`src/rtl/universal_shift_seq_pkg.sv`:
```
// usrseq_pkg: mode codes and FSM state encoding shared by the universal shift sequencer
package usrseq_pkg;
    localparam logic [2:0] MODE_HOLD = 3'd0;
    localparam logic [2:0] MODE_LOAD = 3'd1;
    localparam logic [2:0] MODE_INV  = 3'd2;
    localparam logic [2:0] MODE_SHR  = 3'd3;
    localparam logic [2:0] MODE_SHL  = 3'd4;
    localparam logic [2:0] MODE_ROR  = 3'd5;
    localparam logic [2:0] MODE_ROL  = 3'd6;
    localparam logic [2:0] MODE_LFSR = 3'd7;
    localparam logic [0:0] ST_IDLE   = 1'b0;
    localparam logic [0:0] ST_RUN    = 1'b1;
endpackage

```
`src/rtl/universal_shift_seq_next.sv`:
```
// universal_reg_next: combinational next-value of the universal register for one step
module universal_reg_next
    import usrseq_pkg::*;
#(
    parameter int               WIDTH = 8,
    parameter logic [WIDTH-1:0] TAPS  = 8'hB8,
    parameter logic [WIDTH-1:0] SEED  = 8'd1
) (
    input  logic [WIDTH-1:0] p,
    input  logic [2:0]       mode,
    input  logic [WIDTH-1:0] p_din,
    input  logic             s_right_din,
    input  logic             s_left_din,
    output logic [WIDTH-1:0] p_nxt
);
    logic [WIDTH-1:0] lfsr;
    // An all-zero state would lock the LFSR, so it is reseeded instead
    assign lfsr = (p == '0) ? SEED : ({1'b0, p[WIDTH-1:1]} ^ (p[0] ? TAPS : '0));
    always_comb begin
        p_nxt = (mode == MODE_LOAD) ? p_din :
                (mode == MODE_INV)  ? ~p :
                (mode == MODE_SHR)  ? {s_right_din, p[WIDTH-1:1]} :
                (mode == MODE_SHL)  ? {p[WIDTH-2:0], s_left_din} :
                (mode == MODE_ROR)  ? {p[0], p[WIDTH-1:1]} :
                (mode == MODE_ROL)  ? {p[WIDTH-2:0], p[WIDTH-1]} :
                (mode == MODE_LFSR) ? lfsr : p;
    end
endmodule

```
`src/rtl/universal_shift_seq.sv`:
```
// universal_shift_seq: universal register repeating a latched operation for a programmed step count
module universal_shift_seq
    import usrseq_pkg::*;
#(
    parameter int               WIDTH = 8,
    parameter int               CNT_W = 8,
    parameter logic [WIDTH-1:0] TAPS  = 8'hB8,
    parameter logic [WIDTH-1:0] INIT  = '0,
    parameter logic [WIDTH-1:0] SEED  = 8'd1
) (
    input  logic             clk,
    input  logic             rst,
    input  logic             start,
    input  logic [2:0]       mode,
    input  logic [CNT_W-1:0] steps,
    input  logic [WIDTH-1:0] p_din,
    input  logic             s_right_din,
    input  logic             s_left_din,
    output logic [WIDTH-1:0] p_dout,
    output logic             s_left_dout,
    output logic             s_right_dout,
    output logic             busy,
    output logic             done
);
    logic [0:0]       state_q, state_d;
    logic [CNT_W-1:0] rem_q, rem_d;
    logic [2:0]       mode_q, mode_d;
    logic [WIDTH-1:0] p_q, p_d, p_nxt;
    logic             done_q, done_d;
    logic             idle, go, last;

    universal_reg_next #(.WIDTH(WIDTH), .TAPS(TAPS), .SEED(SEED)) u_next (
        .p           (p_q),
        .mode        (mode_q),
        .p_din       (p_din),
        .s_right_din (s_right_din),
        .s_left_din  (s_left_din),
        .p_nxt       (p_nxt)
    );

    assign idle = (state_q == ST_IDLE);
    assign go   = idle && start;
    assign last = !idle && (rem_q == CNT_W'(1));

    always_comb begin
        mode_d  = go ? mode : mode_q;
        rem_d   = go ? steps : idle ? rem_q : rem_q - CNT_W'(1);
        state_d = (go && steps != '0) ? ST_RUN : last ? ST_IDLE : state_q;
        p_d     = idle ? p_q : p_nxt;
        done_d  = (go && steps == '0) || last;
    end

    always_ff @(posedge clk or posedge rst) begin
        if (rst) begin
            state_q <= ST_IDLE;
            rem_q   <= '0;
            mode_q  <= MODE_HOLD;
            p_q     <= INIT;
            done_q  <= 1'b0;
        end else begin
            state_q <= state_d;
            rem_q   <= rem_d;
            mode_q  <= mode_d;
            p_q     <= p_d;
            done_q  <= done_d;
        end
    end

    assign p_dout       = p_q;
    assign s_left_dout  = p_q[0];
    assign s_right_dout = p_q[WIDTH-1];
    assign busy         = (state_q == ST_RUN);
    assign done         = done_q;
endmodule

```
`config.mk`:
```
export PLATFORM = sky130hd
export DESIGN_NAME = universal_shift_seq
export DESIGN_NICKNAME = d
export VERILOG_FILES = /design/src/rtl/universal_shift_seq_pkg.sv /design/src/rtl/universal_shift_seq_next.sv /design/src/rtl/universal_shift_seq.sv
export SDC_FILE = /design/constraint.sdc
export NUM_CORES = 1
export LEC_CHECK = 0
export ABC_AREA = 1
export BUFFER_PORTS_ARGS = -buffer_cell sky130_fd_sc_hd__buf_2
export CORE_AREA = 2 2 71 53
export DETAILED_ROUTE_END_ITERATION = 8
export DIE_AREA = 0 0 73 55
export GPL_ROUTABILITY_DRIVEN = 0
export PLACE_DENSITY = 0.68
export SYNTH_ARGS = -nofsm -noshare
export SYNTH_HDL_FRONTEND = slang
export SYNTH_SLANG_ARGS = --single-unit
```
`constraint.sdc`:
```
create_clock -name clk -period 2.8 [get_ports clk]
set_input_delay 0.42 -clock clk [delete_from_list [all_inputs] [get_ports clk]]
set_output_delay 0.42 -clock clk [all_outputs]
set_load 0.01 [all_outputs]
```
==> flow_summary.toml <==
[routing]
drt_iter0_markers = 116
drt-wirelength-per-cell_microns = 13.2
route.detailed.drc = 0
dr_total_vias = 1488
drt_first_pass_iters = 4
via_per_inst = 5.31
ant_nets = 0
wirelength_mm = 3.70

[synth]
synth_edf_count = 0
synth-seq-area-share_pct = 36.1
synth_ff_type = "dfrtp_1"
yosysMostFrequentCell = "nand2_1"
synthTopCellsByCount = "51 x nand2_1, 25 x inv_1, 22 x nor2_1"
syn_avg_cell_area_sq_um = 7.07
ys_async_sr_fraction_pct = 100
synth_area_leaders = "dfrtp_1 36%, nand2_1 13%, inv_1 6.4%, nor2_1 5.7%, nand3_1 4.5%"
synth.largest_area_cell = "dfrtp_1"
yosys_warnings = 0
synthesis.area_sq_um = 1460
synth_cells = 206
syn_nets = 232
synth-seq-cells = 21
yosys.area.top_type_share_pct = 36.1
ys_types = 31

[worst_setup_path]
crit_buf_inv = 1
worstPathArrival_ns = 1.86
crit_required_ns = 2.93
crit_slowest_cell = "nor2_1"
cp_top_family = "simple AND/OR/NAND/NOR gates"
path_max_fanout = 15
crit_type = "reg -> reg"
path_cells = "nor2_1, inv_1, o311ai_0, nand3_1"
critical_path.max_stage_delay_ns = 0.70
cp-end-kind = "register"
worst_setup_path_start_kind = "register"

[finish]
drive_gt1_share_pct = 21.3
syn_to_final_growth_pct = 16.2
final_nets = 267
n_antenna_cell = 0
stdcell_count = 280

[die]
initial_utilization_pct = 43.4
ioPinCount = 36
chipHeight_microns = 55
rows = 18
die_area_sq_um = 4020
core-area_sq_um = 3360
fp.dieW_microns = 73

[pwr]
p_leak_nw = 0.866
ir_drop_mv = 0.429
power_density_nw_per_um2 = 1270

[sta]
worst_pin_slew_ns = 0.874
max_freq_mhz = 577
period_minus_slack_ns = 1.73
skew_ns = 0.00267
max-slew-margin-rel_pct = 41.5
fin_crit_sh_pct = 61.9
hold_slack_ns = 0.313
hold_viol = 0
rsz0062_at_grt = "no"
slew_violations = 0
fin_setup_tns_ns = 0
setup_viol = 0

[global_routing]
grt_max_degree = 22
overflow = 0
gr-usage-all-layers_pct = 19.6
grt_pass1_vias = 1268
antenna_found_initial = 0
grt_pass1_wl_mm = 6.02

[clock_network]
clockBufferDepth = 2
cts.sinks = 21
cts_resized = 0
path_clk_slew_ns = 0.08
cts_buffers = 3
cts_tree = "yes"
cts_hold_buf = 0
htree_num_levels = 1
postCtsSetupBuffers = 0
cts-root-buf = "clkbuf_8"
clk-insertion-delay-late_ns = 0.26

[placed_design]
place_hpwl_mm = 2.77
portBuffers = 35
dp_cells = 276

[run]
max_cap_viol_count = 0

[outcome]
status = "finished clean"

[hold_path]
hold_path.class = "in -> async"
## routing by layer
metal	up-vias	share of wire, %	track usage [%]
li1	756	-	-
met1	669	55	30.9
met2	61	38	27.6
met3	2	6.8	4.17
met4	0	0.65	2.78
met5	-	0	0
## worst paths after layout
path / startpoint / to / slack, ns / cells after the start
max: busy / rem_q[4] / 1.07 / 4
min: rst / rem_q[5] / 0.31 / 2
max reg2reg: busy / rem_q[4] / 1.07 / 4
min reg2reg: rem_q[0] / rem_q[0] / 0.57 / 1
max in group asynchronous: rst / p_dout[3] / 1.98 / 2
min in group clk: mode[1] / mode_q[1] / 0.38 / 3
## power breakdown
part,switching (mW),internal [mW],total [mW]
Clock,0.101,0.101,0.202
Sequential,0.197,0.461,0.658
Combinational,0.802,0.493,1.30
## cells in the final DEF, fill, tap and decap left out
| cell | Yosys | layout |
|---|---|---|
| nor3_1 | 3 | 3 |
| nand2_2 | 1 | 1 |
| xnor2_1 | 1 | 1 |
| a22o_1 | 1 | 1 |
| buf_2 | 1 | 35 |
| nand3_1 | 13 | 13 |
| o21ai_0 | 12 | 12 |
| nor3_4 | 1 | 1 |
| o211ai_1 | 2 | 2 |
| ha_1 | 2 | 2 |
| inv_2 | 5 | 5 |
| a31oi_4 | 1 | 1 |
| o21ai_1 | 6 | 6 |
| o22ai_1 | 6 | 6 |
| o221ai_1 | 4 | 4 |
| nand2_1 | 51 | 51 |
| nand4_1 | 3 | 3 |
| o21ai_2 | 1 | 1 |
| nor2_1 | 22 | 22 |
| inv_1 | 25 | 25 |
| dfrtp_1 | 21 | 21 |
| a221o_1 | 1 | 1 |
| xor2_1 | 2 | 2 |
| a21oi_2 | 1 | 1 |
| o311ai_0 | 1 | 1 |
| nor4_1 | 2 | 2 |
| clkbuf_1 | 1 | 1 |
| clkbuf_8 | 0 | 3 |
| a21oi_1 | 10 | 10 |
| nand3_2 | 3 | 3 |
## stage by stage
| step | power [mW] | instance area [sq um] | setup WS [ns] | util (%) |
|---|---|---|---|---|
| final | 2.16 | 1690 | 1.07 | 50.4 |
| after global routing | 2.38 | 1690 | 0.935 | 50.4 |
| after CTS | 2.14 | 1690 | 1.11 | 50.4 |
| after detailed placement | 1.93 | 1650 | 1.05 | 49.1 |
| after global placement | 1.92 | 1650 | 1.11 | 49.1 |
| after floorplan | 1.64 | 1460 | 1.43 | - |
## cells by family (layout without fill, tap and decap cells)
family	count (synthesis)	after routing	synth area share, %
buffers and inverters	35	69	10.1
AND/OR/NAND/NOR	99	99	30.1
flip-flops	21	21	36.1
adder cells (fa/ha/maj)	2	2	1.72
XOR/XNOR	3	3	1.80
AO/OA/AOI/OAI	46	46	20.2
## flip-flops by register name (all words and copies together) (netlist names)
name / cells
p_dout: 8
rem_q: 8
mode_q: 3
busy: 1
done: 1
## layout make-up
class | count | area [sq um]
Clock buffer | 4 | 45.0
Fill cell | 327 | 1660
Inverter | 30 | 113
Multi-Input combinational cell | 150 | 783
Sequential cell | 21 | 526
Tap cell | 40 | 50.0
Timing Repair Buffer | 35 | 175
No activity file was read; power rests on OpenSTA's default activity.
